## config.mk

```make
export PLATFORM = sky130hd
export DESIGN_NAME = decode_stage
export DESIGN_NICKNAME = d
export VERILOG_FILES = /design/src/rtl/decode_stage.sv
export SDC_FILE = /design/constraint.sdc
export NUM_CORES = 1
export LEC_CHECK = 0
export BUFFER_PORTS_ARGS = -buffer_cell sky130_fd_sc_hd__buf_2
export CAP_MARGIN = 20
export CORE_MARGIN = 2
export CORE_UTILIZATION = 40
export DETAILED_ROUTE_END_ITERATION = 8
export GPL_TIMING_DRIVEN = 0
export PLACE_DENSITY_LB_ADDON = 0.3
export SETUP_SLACK_MARGIN = 0.5
export SKIP_CTS_REPAIR_TIMING = 1
export SLEW_MARGIN = 20
export SYNTH_ARGS = -nofsm -noshare
export SYNTH_HDL_FRONTEND = slang
export SYNTH_SLANG_ARGS = --single-unit
```

## constraint.sdc

```tcl
create_clock -name clk -period 4.78 [get_ports clk]
set_clock_uncertainty 0.15 [all_clocks]
set_input_delay 0.956 -clock clk [delete_from_list [all_inputs] [get_ports clk]]
set_output_delay 0.956 -clock clk [all_outputs]
set_load 0.005 [all_outputs]
```

## src/rtl/decode_stage.sv

```systemverilog
// decode_stage: registered RISC-V decode stage with a two-entry skid buffer (M drives outputs, K catches overflow).
// Define DECODE_ILLEGAL_EN to flag illegal words and suppress their register-usage flags.
module decode_stage #(
  parameter int XLEN = 32
) (
  input  logic            clk,
  input  logic            rst_n,
  input  logic            flush,
  input  logic            in_valid,
  output logic            in_ready,
  input  logic [31:0]     in_inst,
  input  logic [XLEN-1:0] in_pc,
  output logic            out_valid,
  input  logic            out_ready,
  output logic [31:0]     out_inst,
  output logic [XLEN-1:0] out_pc,
  output logic [6:0]      out_opcode,
  output logic [2:0]      out_funct3,
  output logic [6:0]      out_funct7,
  output logic [4:0]      out_rs1,
  output logic [4:0]      out_rs2,
  output logic [4:0]      out_rd,
  output logic [XLEN-1:0] out_imm,
  output logic [2:0]      out_fmt,
  output logic            out_rs1_used,
  output logic            out_rs2_used,
  output logic            out_rd_we,
  output logic            out_illegal
);
  typedef struct packed {
    logic [31:0]     inst;
    logic [XLEN-1:0] pc;
    logic [XLEN-1:0] imm;
    logic [2:0]      fmt;
    logic            rs1_used;
    logic            rs2_used;
    logic            rd_we;
    logic            illegal;
  } entry_t;
  entry_t dec, m_q, m_d, k_q, k_d;
  logic m_v_q, m_v_d, k_v_q, k_v_d, rdy_q, rdy_d;
  logic [6:0] op;
  logic is_r, is_i, is_s, is_b, is_u, is_j, ill, acc, ret;
  logic signed [31:0] imm32;
  always_comb begin
    op = in_inst[6:0];
    is_r = op == 7'b0110011 || (XLEN == 64 && op == 7'b0111011);
    is_i = op inside {7'b0010011, 7'b0000011, 7'b1100111, 7'b1110011, 7'b0001111} ||
           (XLEN == 64 && op == 7'b0011011);
    is_s = op == 7'b0100011;
    is_b = op == 7'b1100011;
    is_u = op inside {7'b0110111, 7'b0010111};
    is_j = op == 7'b1101111;
    imm32 = is_i ? {{20{in_inst[31]}}, in_inst[31:20]} :
            is_s ? {{20{in_inst[31]}}, in_inst[31:25], in_inst[11:7]} :
            is_b ? {{20{in_inst[31]}}, in_inst[7], in_inst[30:25], in_inst[11:8], 1'b0} :
            is_u ? {in_inst[31:12], 12'b0} :
            is_j ? {{12{in_inst[31]}}, in_inst[19:12], in_inst[20], in_inst[30:21], 1'b0} : 32'sd0;
`ifdef DECODE_ILLEGAL_EN
    ill = !(is_r || is_i || is_s || is_b || is_u || is_j) || in_inst[1:0] != 2'b11;
`else
    ill = 1'b0;
`endif
    dec.inst = in_inst;
    dec.pc = in_pc;
    dec.imm = XLEN'(imm32);
    dec.fmt = is_r ? 3'd1 : is_i ? 3'd2 : is_s ? 3'd3 : is_b ? 3'd4 : is_u ? 3'd5 : is_j ? 3'd6 : 3'd0;
    dec.rs1_used = !ill && (is_r || is_i || is_s || is_b);
    dec.rs2_used = !ill && (is_r || is_s || is_b);
    dec.rd_we = !ill && (is_r || is_i || is_u || is_j) && in_inst[11:7] != 5'd0;
    dec.illegal = ill;
  end
  // M refills from K first so ordering stays FIFO; K only fills while M is stalled.
  always_comb begin
    acc = in_valid && rdy_q && !flush;
    ret = m_v_q && out_ready;
    m_d = m_q;
    k_d = k_q;
    m_v_d = m_v_q;
    k_v_d = k_v_q;
    if (flush) begin
      m_v_d = 1'b0;
      k_v_d = 1'b0;
    end else if (!m_v_q || ret) begin
      m_v_d = k_v_q || acc;
      m_d = k_v_q ? k_q : acc ? dec : m_q;
      k_v_d = k_v_q && acc;
      k_d = (k_v_q && acc) ? dec : k_q;
    end else if (acc) begin
      k_v_d = 1'b1;
      k_d = dec;
    end
    rdy_d = !k_v_d;
  end
  always_ff @(posedge clk or negedge rst_n) begin
    if (!rst_n) begin
      m_q <= '0;
      k_q <= '0;
      m_v_q <= 1'b0;
      k_v_q <= 1'b0;
      rdy_q <= 1'b1;
    end else begin
      m_q <= m_d;
      k_q <= k_d;
      m_v_q <= m_v_d;
      k_v_q <= k_v_d;
      rdy_q <= rdy_d;
    end
  end
  assign in_ready = rdy_q;
  assign out_valid = m_v_q;
  assign out_inst = m_q.inst;
  assign out_pc = m_q.pc;
  assign out_opcode = m_q.inst[6:0];
  assign out_funct3 = m_q.inst[14:12];
  assign out_funct7 = m_q.inst[31:25];
  assign out_rs1 = m_q.inst[19:15];
  assign out_rs2 = m_q.inst[24:20];
  assign out_rd = m_q.inst[11:7];
  assign out_imm = m_q.imm;
  assign out_fmt = m_q.fmt;
  assign out_rs1_used = m_q.rs1_used;
  assign out_rs2_used = m_q.rs2_used;
  assign out_rd_we = m_q.rd_we;
  assign out_illegal = m_q.illegal;
endmodule

```

==> results of run 1 <==
-- layout by cell type (no fill, tap or decap), types with 6 or more instances in the layout --
cell type                   netlist  layout
sky130_fd_sc_hd__a211oi_2        10      10
sky130_fd_sc_hd__a21oi_1         36      36
sky130_fd_sc_hd__a22o_1           6       6
sky130_fd_sc_hd__a31oi_1         11      11
sky130_fd_sc_hd__a31oi_2          7       7
sky130_fd_sc_hd__and3_1           9       9
sky130_fd_sc_hd__buf_2           26     226
sky130_fd_sc_hd__buf_4           38      38
sky130_fd_sc_hd__clkbuf_1        28      32
sky130_fd_sc_hd__clkbuf_16        0      25
sky130_fd_sc_hd__clkbuf_8         0       7
sky130_fd_sc_hd__dfrtp_1        206     206
sky130_fd_sc_hd__mux2i_1         66      66
sky130_fd_sc_hd__nand2_1        296     296
sky130_fd_sc_hd__nand3b_1         8       8
sky130_fd_sc_hd__nor2_1          55      55
sky130_fd_sc_hd__nor3b_1          7       7
sky130_fd_sc_hd__nor3b_2          6       6
sky130_fd_sc_hd__o21ai_0         79      79
sky130_fd_sc_hd__o21ai_1         16      16
sky130_fd_sc_hd__o22ai_1          6       6
-- sequential cells by signal, summed over array words and instances, names as in the netlist --
name and count:
out_valid 1, k_q 102, out_rd_we 1, in_ready 1, k_v_q 1, out_rs1_used 1, out_fmt 3, out_pc 32
out_inst 32, out_rs2_used 1, out_imm 32
-- routing by layer --
layer | vias up | track usage (%)
li1 | 3771 | -
met1 | 3845 | 29.6
met2 | 219 | 33.9
met3 | 46 | 3.10
met4 | 0 | 6.44
met5 | - | 0
-- area by class of cell --
| cell class | instances | area (sq um) |
|---|---|---|
| Clock inverter | 7 | 88.8 |
| Clock buffer | 36 | 737 |
| Timing Repair Buffer | 203 | 1070 |
| Tap cell | 319 | 399 |
| Buffer | 101 | 586 |
| Fill cell | 2194 | 11600 |
| Multi-Input combinational cell | 679 | 3730 |
| Sequential cell | 207 | 5180 |
| Inverter | 5 | 21.3 |
-- per-stage QoR --
| step | utilization [%] | instance area (sq um) | setup slack (ns) |
|---|---|---|---|
| after floorplan | - | 9520 | 2.43 |
| after global placement | 46.7 | 10900 | -1.04 |
| after detailed placement | 47.0 | 11000 | 1.63 |
| after CTS | 50.5 | 11800 | 2.18 |
| after global routing | 50.5 | 11800 | 2.12 |
| final | 50.5 | 11800 | 2.18 |
-- worst max-delay path, stage by stage --
cell and delay [ns]:
sky130_fd_sc_hd__buf_2 0.12, sky130_fd_sc_hd__nor2b_4 0.17, sky130_fd_sc_hd__nor2_1 0.09, sky130_fd_sc_hd__nor3_2 0.67, sky130_fd_sc_hd__clkbuf_1 0.63, sky130_fd_sc_hd__a31oi_1 0.18
-- cells by family after synthesis --
family          count (synthesis)
compound gates                198
fa+ha+maj                       2
buf+inv                       106
flops                         207
mux                            66
other cells                     1
simple gates                  412
-- final timing paths --
check                           start      endpoint  slack [ns]  depth (start not counted)
hold reg to reg            out_pc[24]    out_pc[24]        0.32                          2
min in group clk           out_pc[24]    out_pc[24]        0.32                          2
max in group asynchronous       rst_n    out_pc[11]        3.13                          3
setup reg to reg             in_ready       k_q[25]        2.30                          4
hold / removal                  rst_n  out_inst[17]        0.21                          1
setup / recovery            out_ready       k_q[25]        2.18                          6
-- report_power, final --
part	leakage (nW)	switching (mW)	internal [mW]	total, mW
logic	2.71	0.468	0.435	0.902
clock network	0.412	0.719	1.17	1.89
registers	2.60	0.201	2.10	2.30
total	5.72	1.39	3.71	5.09
==> impl_metrics.toml, run 1 <==
[outcome]
status = "complete, no violations"

[die]
die_area_sq_mm = 0.0251
io_pins = 206
core_ar_sq_mm = 0.0234
fp.dieH_microns = 158
x_dimension_of_the_die_microns = 158
floorplan.rows = 56
floorplan.initialDensity_pct = 40.7

[grt]
globalRouteTotalUtil_pct = 21.0
grt_first_pass_wirelength_microns = 41100
via_count_of_the_first_global_routing_pass = 7565
grt_max_degree = 79
grt_antenna_before_repair = 0
globalRouteOverflowTotal = 0

[logic_synthesis]
synth.ff_latch_count = 207
synth_top_family_by_area = "simple AND/OR/NAND/NOR gates"
postSynthNetCount = 1061
synth_largest_area_cell = "sky130_fd_sc_hd__dfrtp_1"
synth.mux.area_fraction_pct = 6.94
synth_area_leaders = "sky130_fd_sc_hd__dfrtp_1 54%, sky130_fd_sc_hd__nand2_1 12%, sky130_fd_sc_hd__mux2i_1 6.9%"
number_of_instances_in_the_synthesized_netlist = 992
yosys.area_share.simple_pct = 18.9
synthMostInstantiatedCell = "sky130_fd_sc_hd__nand2_1"
synth_fa_ha_area_share_pct = 0.223
synthesis.area_per_instance_sq_um = 9.60
ys_seq_area_share_pct = 54.4
synth_cell_type_count = 56
yosys.area.top_type_share_pct = 54.1
async_reset_ff_share_pct = 100
netlist_area_sq_mm = 0.00952
most_instantiated_cells_after_synthesis = "296 x sky130_fd_sc_hd__nand2_1, 206 x sky130_fd_sc_hd__dfrtp_1, 79 x sky130_fd_sc_hd__o21ai_0"
dominantRegCellSynth = "sky130_fd_sc_hd__dfrtp_1"
synthesis.yosys.warnings = 0
synth_xor_xnor_area_share_pct = 0
number_of_flops_mapped_to_enable_cells_by_yosys = 0
synth-compound-area-share_pct = 13.1

[clock_tree]
ctsHtreeMaxLevel = 1
worstSkewPairLatency_ns = 0.52
cts.path.max_buffers = 3
clock_transition_time_at_the_flip_flop_clock_pins_of_the_worst_setup_and_hold_paths_ns = 0.06
number_of_cts_inserted_buffers = 24
tritoncts = "done"
clock_sink_count = 207
clock_tree.root_cell = "sky130_fd_sc_hd__clkbuf_16"

[pwr]
pwr_density_cell_mw_per_mm2 = 431
total_leakage_power_nw = 5.72
power.total_mw = 5.09
ir_drop_worst_case_vdd_uv = 218

[sta]
period_share_pct = 54.5
setup_repair_after_global_routing_missed_its_margin = "false"
fin_worst_hold_slack_ns = 0.206
final-max-slew-violation-count = 0
timing.final.hold_violations = 0
period_needed_ns = 2.60
worst-slew-pin-transition_ns = 0.879
timing.fmax_ghz = 0.384
final_setup_tns_ns = 0
max_slew_margin_pct = 41.0
setup_viol = 0

[setup_path]
cp_data_required_time_ns = 5.00
end_kind = "register"
cp_max_fo = 10
timing.critical_path.from_type = "input pin"
worstSetupPathType = "in2reg"
arrival_worst_endpoint_ns = 2.82

[layout]
final_net_count = 1290
antennaDiodeCount = 0
final_layout_size_suffix_gt1_share_pct = 28.1
flow.area_growth_from_synthesis_pct = 24.1
layoutNonFillerInstCount = 1557

[drt]
drt.antenna.violating_nets = 0
met1_length_microns = 12000
drtIter0Drc = 568
wirelength_microns = 26500
met3_length_microns = 1410
detailroute.via_count = 7881
viasPerCell = 5.06
routed.top_layer = "met4"
post_drt_wl_per_cell_microns = 17.0
first_pass_iters = 5
route.detailed.drc = 0
wl_met2_microns = 12500

[placed_design]
finalWeightedCongestion = 0.899
hpwlAfterDp_microns = 18800
dpl.cell_count = 1514
buffer_ports.inserted = 201

[run]
cap_violations = 0

[min_path]
timing.hold.worst.class = "in2async"
No activity file was read; power rests on OpenSTA's default activity.
==> inputs of run 2 (changes only) <==
clock period = 2.4 ns   (was 4.78 ns; I/O delays follow)
==> impl_metrics.toml, run 2 (synthesis gave the netlist of run 1 again) <==
[clock_tree]
clock_transition_time_at_the_flip_flop_clock_pins_of_the_worst_setup_and_hold_paths_ns = 0.06
clock_tree.root_cell = "sky130_fd_sc_hd__clkbuf_16"
clock_sink_count = 207
ctsHtreeMaxLevel = 1
cts.path.max_buffers = 3
number_of_cts_inserted_buffers = 24
tritoncts = "done"
worstSkewPairLatency_ns = 0.51

[pwr]
total_leakage_power_nw = 5.93
pwr_density_cell_mw_per_mm2 = 840
ir_drop_worst_case_vdd_uv = 433

[drt]
detailroute.via_count = 7944
viasPerCell = 5.08
wirelength_microns = 26600
drtIter0Drc = 550
route.detailed.drc = 0
first_pass_iters = 8
post_drt_wl_per_cell_microns = 17.0
drt.antenna.violating_nets = 0

[sta]
final-max-slew-violation-count = 0
setup_viol = 0
max_slew_margin_pct = 46.9
fin_worst_hold_slack_ns = -0.275
timing.fmax_ghz = 0.511
final_setup_tns_ns = 0
period_needed_ns = 1.96
timing.final.hold_violations = 58
setup_repair_after_global_routing_missed_its_margin = "true"
period_share_pct = 81.5
worst-slew-pin-transition_ns = 0.796

[layout]
final_net_count = 1298
flow.area_growth_from_synthesis_pct = 27.9
fillers = 2151
antennaDiodeCount = 0
layoutNonFillerInstCount = 1565
largest_register_ffs = 102
layout.cells.most_common = "sky130_fd_sc_hd__nand2_1"
final_layout_size_suffix_gt1_share_pct = 31.1
fin_area_sq_mm = 0.0122
mostFrequentLayoutCells = "294 x sky130_fd_sc_hd__nand2_1, 210 x sky130_fd_sc_hd__buf_2, 206 x sky130_fd_sc_hd__dfrtp_1, 76 x sky130_fd_sc_hd__o21ai_0, 66 x sky130_fd_sc_hd__mux2i_1"
reg_with_most_ffs = "k_q"

[min_path]
timing.hold.worst.class = "in2async"

[placed_design]
dpl.cell_count = 1514
place_area_sq_mm = 0.0110
finalWeightedCongestion = 0.899
buffer_ports.inserted = 201
hpwlAfterDp_microns = 18800

[grt]
globalRouteTotalUtil_pct = 21.0
grt_first_pass_wirelength_microns = 41100
via_count_of_the_first_global_routing_pass = 7565
globalRouteOverflowTotal = 0
grt_max_degree = 79
grt_antenna_before_repair = 0

[setup_path]
critical_path.cell_chain = "a21oi_2, or3_4, buf_12, buf_12, buf_12, nor3b_4, a211oi_2"
end_kind = "register"
cp_max_fo = 10
worst-r2r-cell-count = 7
cp_data_required_time_ns = 2.64
setup.reg_to_reg.worst_slack_ns = 0.44
arrival_worst_endpoint_ns = 2.20
largest_stage_delay_on_the_critical_path_ns = 0.55
worstReg2RegEnd = "out_imm[28]"
crit_path_frequent_cell = "sky130_fd_sc_hd__buf_12"
cp.buffers_inverters = 3
cp_slowest_cell = "sky130_fd_sc_hd__dfstp_2"
worstSetupPathType = "reg2reg"
critPathTopFamily = "flip-flops"
crit-reg2reg-launch = "in_ready"
timing.critical_path.from_type = "register"

[outcome]
status = "finished with violations"
violations = "negative hold slack"

[run]
cap_violations = 0

[die]
fp.dieH_microns = 158
core_ar_sq_mm = 0.0234
floorplan.initialDensity_pct = 40.7
io_pins = 206
die_area_sq_mm = 0.0251
x_dimension_of_the_die_microns = 158
floorplan.rows = 56
==> run 2: cell count changes in the layout (fill, tap and decap cells not counted), moves of 4 or more <==
cell / before / now
sky130_fd_sc_hd__clkbuf_4: 0 / 7
sky130_fd_sc_hd__clkbuf_1: 32 / 14
sky130_fd_sc_hd__buf_6: 4 / 10
sky130_fd_sc_hd__buf_12: 0 / 5
sky130_fd_sc_hd__a21oi_2: 1 / 5
sky130_fd_sc_hd__a21oi_1: 36 / 32
sky130_fd_sc_hd__buf_4: 38 / 43
sky130_fd_sc_hd__buf_8: 1 / 7
sky130_fd_sc_hd__buf_2: 226 / 210
sky130_fd_sc_hd__nor3b_4: 0 / 5
sky130_fd_sc_hd__clkbuf_2: 1 / 17
==> run 2: area by class of cell <==
class	instances	area, sq um	area share, %
sequential	207	5180	42.5
multi-input combinational	679	3820	31.4
timing repair buffer	211	1160	9.49
buffer	101	769	6.32
clock buffer	36	737	6.05
tap	319	399	3.28
clock inverter	7	88.8	0.729
inverter	5	21.3	0.175
==> run 2: worst max path at each step <==
| stage | from | endpoint | slack [ns] | depth (start not counted) |
|---|---|---|---|---|
| final | in_ready | out_imm[28] | 0.44 | 7 |
| after floorplan | in_inst[2] | out_imm[16] | 0.52 | 6 |
| after global placement | rst_n | k_q[54] | -2.95 | 1 |
| after CTS | in_ready | k_q[25] | -0.1 | 4 |
| after detailed placement | out_ready | k_q[25] | -0.27 | 6 |
| after global routing | in_ready | out_imm[7] | 0.39 | 7 |
==> run 2: per-stage QoR <==
stage	hold slack (ns)	power, mW	utilization [%]	worst slack, ns
final	-0.275	10.2	52.0	0.444
after global routing	-0.227	10.8	52.0	0.388
after CTS	-0.256	10.2	50.5	-0.0979
after detailed placement	0.291	6.46	47.0	-0.274
after global placement	0.305	6.38	46.7	-2.95
after floorplan	0.0344	5.59	-	0.524
==> run 2: power breakdown <==
group | total, mW | internal [mW] | switching (mW)
registers | 4.60 | 4.19 | 0.411
logic | 1.87 | 0.923 | 0.946
clock network | 3.77 | 2.33 | 1.44
==> run 2: metal layers <==
| metal | global-route usage [%] | up-vias | share of wire (%) | routed length [microns] |
|---|---|---|---|---|
| li1 | - | 3790 | - | - |
| met1 | 29.6 | 3850 | 44 | 11800 |
| met2 | 33.9 | 259 | 48 | 12600 |
| met3 | 3.10 | 45 | 6.0 | 1600 |
| met4 | 6.44 | 0 | 2.2 | 592 |
| met5 | 0 | - | 0 | 0 |
